`src/rtl/shift2_serial_right.sv`:
```
// Digit-serial right shift of {carry, word} by 0..2 bits. Words stream in and
// out as 2-bit digits, most significant digit first, over valid/ready handshakes.
module shift2_serial_right #(
    parameter int DIGITS = 8
) (
    input  logic       aclk,
    input  logic       aresetn,
    input  logic       rx_start,
    input  logic [1:0] rx_coeff,
    input  logic       rx_carryflag,
    input  logic       rx_valid,
    output logic       rx_ready,
    input  logic [1:0] rx_digit,
    output logic       tx_valid,
    input  logic       tx_ready,
    output logic [1:0] tx_digit,
    output logic       tx_last,
    output logic       tx_carryflag,
    output logic       tx_busy,
    output logic       tx_error
);

    localparam int CW = (DIGITS > 1) ? $clog2(DIGITS) : 1;

    typedef enum logic [1:0] {
        ST_IDLE = 2'd0,
        ST_RUN  = 2'd1,
        ST_DONE = 2'd2
    } state_t;

    state_t        state_reg;
    logic [1:0]    coeff_reg;
    logic          cin_reg;
    logic [1:0]    hold_reg;
    logic [CW-1:0] count_reg;
    logic          tx_valid_reg;
    logic [1:0]    tx_digit_reg;
    logic          tx_last_reg;
    logic          tx_carry_reg;
    logic          tx_error_reg;

    logic [1:0]    digit_next;
    logic          carry_next;
    logic          accept;

    assign rx_ready     = (state_reg == ST_RUN) && (!tx_valid_reg || tx_ready);
    assign accept       = rx_valid && rx_ready;
    assign tx_valid     = tx_valid_reg;
    assign tx_digit     = tx_digit_reg;
    assign tx_last      = tx_last_reg;
    assign tx_carryflag = tx_carry_reg;
    assign tx_busy      = (state_reg != ST_IDLE);
    assign tx_error     = tx_error_reg;

    // The held previous digit supplies the bits that slide into this digit.
    always_comb begin
        digit_next = rx_digit;
        carry_next = cin_reg;
        case (coeff_reg)
            2'd1: begin
                digit_next = {hold_reg[0], rx_digit[1]};
                carry_next = rx_digit[0];
            end
            2'd2: begin
                digit_next = hold_reg;
                carry_next = rx_digit[1];
            end
            default: begin
                digit_next = rx_digit;
                carry_next = cin_reg;
            end
        endcase
    end

    always_ff @(posedge aclk or negedge aresetn) begin
        if (!aresetn) begin
            state_reg    <= ST_IDLE;
            coeff_reg    <= 2'd0;
            cin_reg      <= 1'b0;
            hold_reg     <= 2'd0;
            count_reg    <= '0;
            tx_valid_reg <= 1'b0;
            tx_digit_reg <= 2'd0;
            tx_last_reg  <= 1'b0;
            tx_carry_reg <= 1'b0;
            tx_error_reg <= 1'b0;
        end else begin
            tx_error_reg <= 1'b0;
            case (state_reg)
                ST_IDLE: begin
                    if (rx_start) begin
                        if (rx_coeff == 2'd3) begin
                            tx_error_reg <= 1'b1;
                        end else begin
                            coeff_reg <= rx_coeff;
                            cin_reg   <= rx_carryflag;
                            hold_reg  <= {1'b0, rx_carryflag};
                            count_reg <= CW'(DIGITS - 1);
                            state_reg <= ST_RUN;
                        end
                    end
                end
                ST_RUN: begin
                    if (accept) begin
                        tx_digit_reg <= digit_next;
                        tx_valid_reg <= 1'b1;
                        hold_reg     <= rx_digit;
                        count_reg    <= count_reg - 1'b1;
                        if (count_reg == '0) begin
                            tx_last_reg  <= 1'b1;
                            tx_carry_reg <= carry_next;
                            state_reg    <= ST_DONE;
                        end
                    end else if (tx_ready) begin
                        tx_valid_reg <= 1'b0;
                    end
                end
                ST_DONE: begin
                    if (tx_valid_reg && tx_ready) begin
                        tx_valid_reg <= 1'b0;
                        tx_last_reg  <= 1'b0;
                        tx_carry_reg <= 1'b0;
                        state_reg    <= ST_IDLE;
                    end
                end
                default: state_reg <= ST_IDLE;
            endcase
        end
    end

endmodule

```
`config.mk`:
```
export PLATFORM = sky130hd
export DESIGN_NAME = shift2_serial_right
export DESIGN_NICKNAME = d
export VERILOG_FILES = /design/src/rtl/shift2_serial_right.sv
export SDC_FILE = /design/constraint.sdc
export NUM_CORES = 1
export LEC_CHECK = 0
export ABC_AREA = 1
export CORE_ASPECT_RATIO = 1.4
export CORE_MARGIN = 2
export CORE_UTILIZATION = 45
export CTS_CLUSTER_SIZE = 16
export DETAILED_ROUTE_END_ITERATION = 12
export DONT_BUFFER_PORTS = 1
export MAX_ROUTING_LAYER = met4
export PLACE_DENSITY_LB_ADDON = 0.1
export SYNTH_ARGS = -nofsm -noshare
export SYNTH_HDL_FRONTEND = slang
export SYNTH_SLANG_ARGS = --single-unit
```
`constraint.sdc`:
```
create_clock -name aclk -period 1.6 [get_ports aclk]
set_clock_uncertainty 0.1 [all_clocks]
set_input_delay 0.24 -clock aclk [delete_from_list [all_inputs] [get_ports aclk]]
set_output_delay 0.24 -clock aclk [all_outputs]
set_load 0.005 [all_outputs]
```
==> impl_metrics.env, run 1 <==
export IMPL_status="complete, no violations"
export IMPL_die_y_um=55.7
export IMPL_cp_num_buf_inv=1
export IMPL_place_gp_congestion=0.887
export IMPL_antenna_cells=0
export IMPL_worstSetupEndpointType="primary output"
export IMPL_ir_drop_mv=0.834
export IMPL_reg2reg_slack_ps=150
export IMPL_ctsResizeCount=0
export IMPL_path_cells="nor2_1 -> inv_1"
export IMPL_vias=719
export IMPL_synth_nets=122
export IMPL_fmaxAchievable_mhz=673
export IMPL_via_per_inst=5.14
export IMPL_synth_avg_cell_area_um2=7.96
export IMPL_grt_max_degree=17
export IMPL_drv_cap=0
export IMPL_ys_ff_latch=16
export IMPL_leakagePower_nw=0.540
export IMPL_portBuffers=0
export IMPL_path_clk_slew_ps=100
export IMPL_ys_types=18
export IMPL_startpoint="state_reg[1]"
export IMPL_post_cts_setup_buffer_count=0
export IMPL_nets=135
export IMPL_cp_max_fo=4
export IMPL_post_drt_wl_per_cell_um=12.7
export IMPL_period_share_pct=92.8
export IMPL_tns_ps=0
export IMPL_die_width_um=40.9
export IMPL_crit_family="flip-flops"
export IMPL_postCtsHoldBufs=7
export IMPL_place_inst=128
export IMPL_grt_pass1_vias=727
export IMPL_ys_warn_count=0
export IMPL_largest_reg_flops=3
export IMPL_syn_inst=108
export IMPL_worstSetupPathDepth=2
export IMPL_io_pins=18
export IMPL_crit_slowest_cell="dfrtp_1"
export IMPL_powerDensity_nw_per_um2=1760
export IMPL_worstMarginPinSlew_ps=723
export IMPL_insertion_delay_ps=300
export IMPL_antenna_found_initial=0
export IMPL_cts_buffers=3
export IMPL_rows=18
export IMPL_preCtsSetupSlack_ps=147
export IMPL_cts_tree="built"
export IMPL_path_class="register to primary output"
export IMPL_wl_mm=1.78
export IMPL_mostFrequentLayoutCells="nand2_1 (36), dfrtp_1 (16), inv_1 (15)"
export IMPL_final_cells=140
export IMPL_fp_dieArea_um2=2280
export IMPL_start_kind="register"
export IMPL_r2r_start="count_reg[0]"
export IMPL_dr_pass1_iters=4
export IMPL_finalSetupViolCount=0
export IMPL_setup_ws_ps=114
export IMPL_syn_to_final_growth_pct=16.4
export IMPL_detailed_place_hpwl_mm=1.29
export IMPL_clockRootBuffer="clkbuf_4"
export IMPL_grt_use_total_pct=19.6
export IMPL_finalHoldViolCount=0
export IMPL_endpoint="tx_busy"
export IMPL_core_area_um2=1780
export IMPL_drc_errors=0
export IMPL_fin_crit_ps=1490
export IMPL_slew_violations=0
export IMPL_worstHoldPathType="input port to register"
export IMPL_cpPeakStageDelay_ps=430
export IMPL_drt_iter0_markers=9
export IMPL_final_common_cell="nand2_1"
export IMPL_worstPathArrival_ps=1150
export IMPL_maxSlewHeadroom_pct=51.6
export IMPL_synth_area_um2=860
export IMPL_rsz0062_at_grt="no"
export IMPL_r2r_worst_path_cells=7
export IMPL_htreeDepth=1
export IMPL_reg2reg_to="tx_last"
export IMPL_antenna_left=0
export IMPL_cts_sinks=16
export IMPL_grt_pass1_wl_mm=2.95
export IMPL_clockBufferDepth=2
export IMPL_worstPathRequired_ps=1260
export IMPL_drive_gt1_share_pct=9.17
export IMPL_grt_overflow_total=0
export IMPL_ys_seq_area_share_pct=46.6
export IMPL_start_util_pct=48.3
==> power breakdown <==
group / internal [W] / leakage, nW / switching [W]
logic: 0.000310 / 0.324 / 0.000474
clock network: 0.000139 / 0.0210 / 0.000145
registers: 0.000572 / 0.195 / 0.000124
==> metrics by stage <==
step / hold slack (ps) / total power, W / util (%) / area, um^2
final: 20.6 / 0.00176 / 56.3 / 1000
after global routing: 22.3 / 0.00196 / 56.3 / 1000
after CTS: 4.03 / 0.00177 / 55.7 / 991
after detailed placement: -155 / 0.00147 / 49.7 / 885
after global placement: -155 / 0.00146 / 49.7 / 885
after floorplan: -156 / 0.00131 / - / 860
==> layout make-up <==
class | count | area, um^2
inverter | 17 | 63.8
sequential | 16 | 400
tap | 20 | 25.0
timing repair buffer | 8 | 80.1
fill | 170 | 778
clock buffer | 4 | 36.3
multi-input combinational | 75 | 395
==> synthesized netlist by cell type (all sizes together) <==
| master | n | area [um^2] |
|---|---|---|
| nor2 | 8 | 37.5 |
| inv | 17 | 63.8 |
| ha | 4 | 50.1 |
| a21oi | 4 | 20.0 |
| o211ai | 1 | 7.51 |
| nand3 | 11 | 67.6 |
| o21ai | 6 | 33.8 |
| or2 | 1 | 6.26 |
| nand2 | 38 | 158 |
| nor3 | 1 | 5.00 |
| mux2i | 1 | 10.0 |
| dfrtp | 16 | 400 |
==> worst min path at each step <==
stage / cells after the start / endpoint / startpoint
6_report: 2 / tx_error / rx_coeff[0]
5_1_grt: 2 / tx_error / rx_coeff[0]
4_1_cts: 2 / tx_error / rx_coeff[1]
3_5_place_dp: 0 / tx_carryflag / aresetn
3_3_place_gp: 0 / tx_carryflag / aresetn
2_1_floorplan: 0 / cin_reg / aresetn
==> cells by family (layout without fill, tap and decap cells) <==
kind of cell | count (synthesis) | after routing | share of synthesized area (%)
and+or+nand+nor | 59 | 59 | 31.9
buffers and inverters | 17 | 29 | 7.42
DFF | 16 | 16 | 46.6
AOI/OAI and AO/OA | 11 | 11 | 7.13
adders and majority gates | 4 | 4 | 5.82
muxes | 1 | 1 | 1.16
==> metal layers <==
layer	up-vias	track usage [%]	part of all wire, %
met3	5	2.40	3.3
met4	0	11.4	3.2
li1	362	-	-
met1	333	21.4	41
met5	-	-	0
met2	19	31.5	53
==> worst register-to-register path, stage by stage (launching register included) <==
cell and delay [ps]:
dfrtp_1 400, inv_1 60, ha_1 190, ha_1 200, or2_1 250, nand3_1 110, nand2_1 50, nand2_1 50
Power figures use the tool's default switching activity.
==> inputs of run 2 (changes only) <==
--- a/config.mk
+++ b/config.mk
@@ -14,6 +14,9 @@
 export DONT_BUFFER_PORTS = 1
 export MAX_ROUTING_LAYER = met4
 export PLACE_DENSITY_LB_ADDON = 0.1
+export RECOVER_POWER = 50
+export REMOVE_ABC_BUFFERS = 1
+export SLEW_MARGIN = 15
 export SYNTH_ARGS = -nofsm -noshare
 export SYNTH_HDL_FRONTEND = slang
 export SYNTH_SLANG_ARGS = --single-unit
==> results of run 2 <==
Same layout as run 1: the final DEF is identical, and so are final timing and power.
==> inputs of run 3 (changes only) <==
--- a/config.mk
+++ b/config.mk
@@ -16,6 +16,7 @@
 export PLACE_DENSITY_LB_ADDON = 0.1
 export RECOVER_POWER = 50
 export REMOVE_ABC_BUFFERS = 1
+export SKIP_CTS_REPAIR_TIMING = 1
 export SLEW_MARGIN = 15
 export SYNTH_ARGS = -nofsm -noshare
 export SYNTH_HDL_FRONTEND = slang
==> impl_metrics.env, run 3 (synthesis results as in run 1) <==
export IMPL_die_width_um=40.9
export IMPL_powerDensity_nw_per_um2=1800
export IMPL_cts_sinks=16
export IMPL_worstSetupEndpointType="register"
export IMPL_hold_depth=2
export IMPL_core_area_um2=1780
export IMPL_pwr_share_seq_pct=39.8
export IMPL_tns_ps=0
export IMPL_cell_internal_pwr_w=0.00102
export IMPL_drc_errors=0
export IMPL_grt_use_total_pct=18.2
export IMPL_rsz0062_at_grt="no"
export IMPL_final_util_pct=54.6
export IMPL_preCtsSetupSlack_ps=147
export IMPL_mostFrequentLayoutCells="nand2_1 (36), dfrtp_1 (16), inv_1 (15)"
export IMPL_path_clk_slew_ps=100
export IMPL_worst_hold_slack_ps=-0.330
export IMPL_power_frac_clock_pct=15.8
export IMPL_finalSetupViolCount=0
export IMPL_dr_pass1_iters=4
export IMPL_violations="hold timing"
export IMPL_post_drt_wl_per_cell_um=12.4
export IMPL_clockRootBuffer="clkbuf_4"
export IMPL_die_y_um=55.7
export IMPL_status="finished, violations left"
export IMPL_fmaxAchievable_mhz=687
export IMPL_p_sw_w=0.000728
export IMPL_nets=132
export IMPL_vias=688
export IMPL_antenna_left=0
export IMPL_antenna_cells=0
export IMPL_finalHoldViolCount=1
export IMPL_worstPathRequired_ps=1740
export IMPL_htreeDepth=1
export IMPL_ir_drop_mv=0.811
export IMPL_fin_crit_ps=1460
export IMPL_path_class="register to register"
export IMPL_maxSlewHeadroom_pct=50.7
export IMPL_path_cells="inv_1 -> ha_1 -> ha_1 -> or2_1 -> nand3_1 -> nand2_1 -> nand2_1"
export IMPL_place_gp_congestion=0.887
export IMPL_wl_mm=1.70
export IMPL_crit_family="simple AND/OR/NAND/NOR gates"
export IMPL_period_share_pct=91.0
export IMPL_portBuffers=0
export IMPL_crit_slowest_cell="dfrtp_1"
export IMPL_cpPeakStageDelay_ps=390
export IMPL_switching_share_pct=41.7
export IMPL_grt_pass1_vias=690
export IMPL_final_common_cell="nand2_1"
export IMPL_io_pins=18
export IMPL_antenna_found_initial=0
export IMPL_rows=18
export IMPL_leakagePower_nw=0.528
export IMPL_drv_cap=0
export IMPL_cts_tree="built"
export IMPL_insertion_delay_ps=290
export IMPL_clockBufferDepth=2
export IMPL_fp_dieArea_um2=2280
export IMPL_start_util_pct=48.3
export IMPL_start_kind="register"
export IMPL_detailed_place_hpwl_mm=1.29
export IMPL_setup_ws_ps=145
export IMPL_r2r_worst_path_cells=7
export IMPL_largest_reg_flops=3
export IMPL_cts_buffers=3
export IMPL_cp_max_fo=3
export IMPL_grt_overflow_total=0
export IMPL_worstSetupPathDepth=7
export IMPL_worstPathArrival_ps=1600
export IMPL_slew_violations=0
export IMPL_grt_max_degree=17
export IMPL_grt_pass1_wl_mm=2.73
export IMPL_via_per_inst=5.02
export IMPL_cp_num_buf_inv=1
export IMPL_worstMarginPinSlew_ps=737
export IMPL_drive_gt1_share_pct=9.40
export IMPL_drt_iter0_markers=8
export IMPL_p_comb_share_pct=44.4
export IMPL_worstHoldPathType="input port to register"
export IMPL_syn_to_final_growth_pct=13.0
==> run 3: worst paths after layout <==
| check | startpoint | endpoint | slack [ps] |
|---|---|---|---|
| max | count_reg[0] | tx_last | 140 |
| min | rx_carryflag | cin_reg | -0.3 |
| max reg2reg | count_reg[0] | tx_last | 140 |
| min reg2reg | count_reg[1] | count_reg[1] | 390 |
| max in group asynchronous | aresetn | tx_digit[0] | 600 |
| min in group asynchronous | aresetn | tx_carryflag | 340 |
==> run 3: routing by layer <==
layer / global-route usage (%) / wire, um
met4: 11.4 / 48
met1: 19.8 / 714
met3: 2.40 / 71
met5: - / 0
met2: 28.8 / 868
==> run 3: power groups by stage <==
stage / registers [W] / logic, W / clock network (W)
2_1_floorplan: 0.000676 / 0.000632 / 0
3_3_place_gp: 0.000702 / 0.000758 / 0
5_1_grt: 0.000722 / 0.000928 / 0.000299
3_5_place_dp: 0.000705 / 0.000764 / 0
4_1_cts: 0.000697 / 0.000769 / 0.000287
6_report: 0.000694 / 0.000774 / 0.000276
==> run 3: final cells by class <==
| class | instances | area, um^2 |
|---|---|---|
| multi-input cells | 75 | 395 |
| clock buffers | 4 | 36.3 |
| inverters | 17 | 63.8 |
| fillers | 179 | 808 |
| well taps | 20 | 25.0 |
| repair buffers | 5 | 50.0 |
| flip-flops and latches | 16 | 400 |
==> run 3: worst reg2reg max path, stage by stage (launching register included) <==
cell	delay (ps)
dfrtp_1	390
inv_1	60
ha_1	190
ha_1	200
or2_1	250
nand3_1	110
nand2_1	50
nand2_1	50
==> run 3: through the flow <==
step / area (um^2) / cells / total power [W]
final: 971 / 137 / 0.00174
after global routing: 971 / 137 / 0.00195
after CTS: 921 / 132 / 0.00175
after detailed placement: 885 / 128 / 0.00147
after global placement: 885 / 128 / 0.00146
after floorplan: 860 / 108 / 0.00131
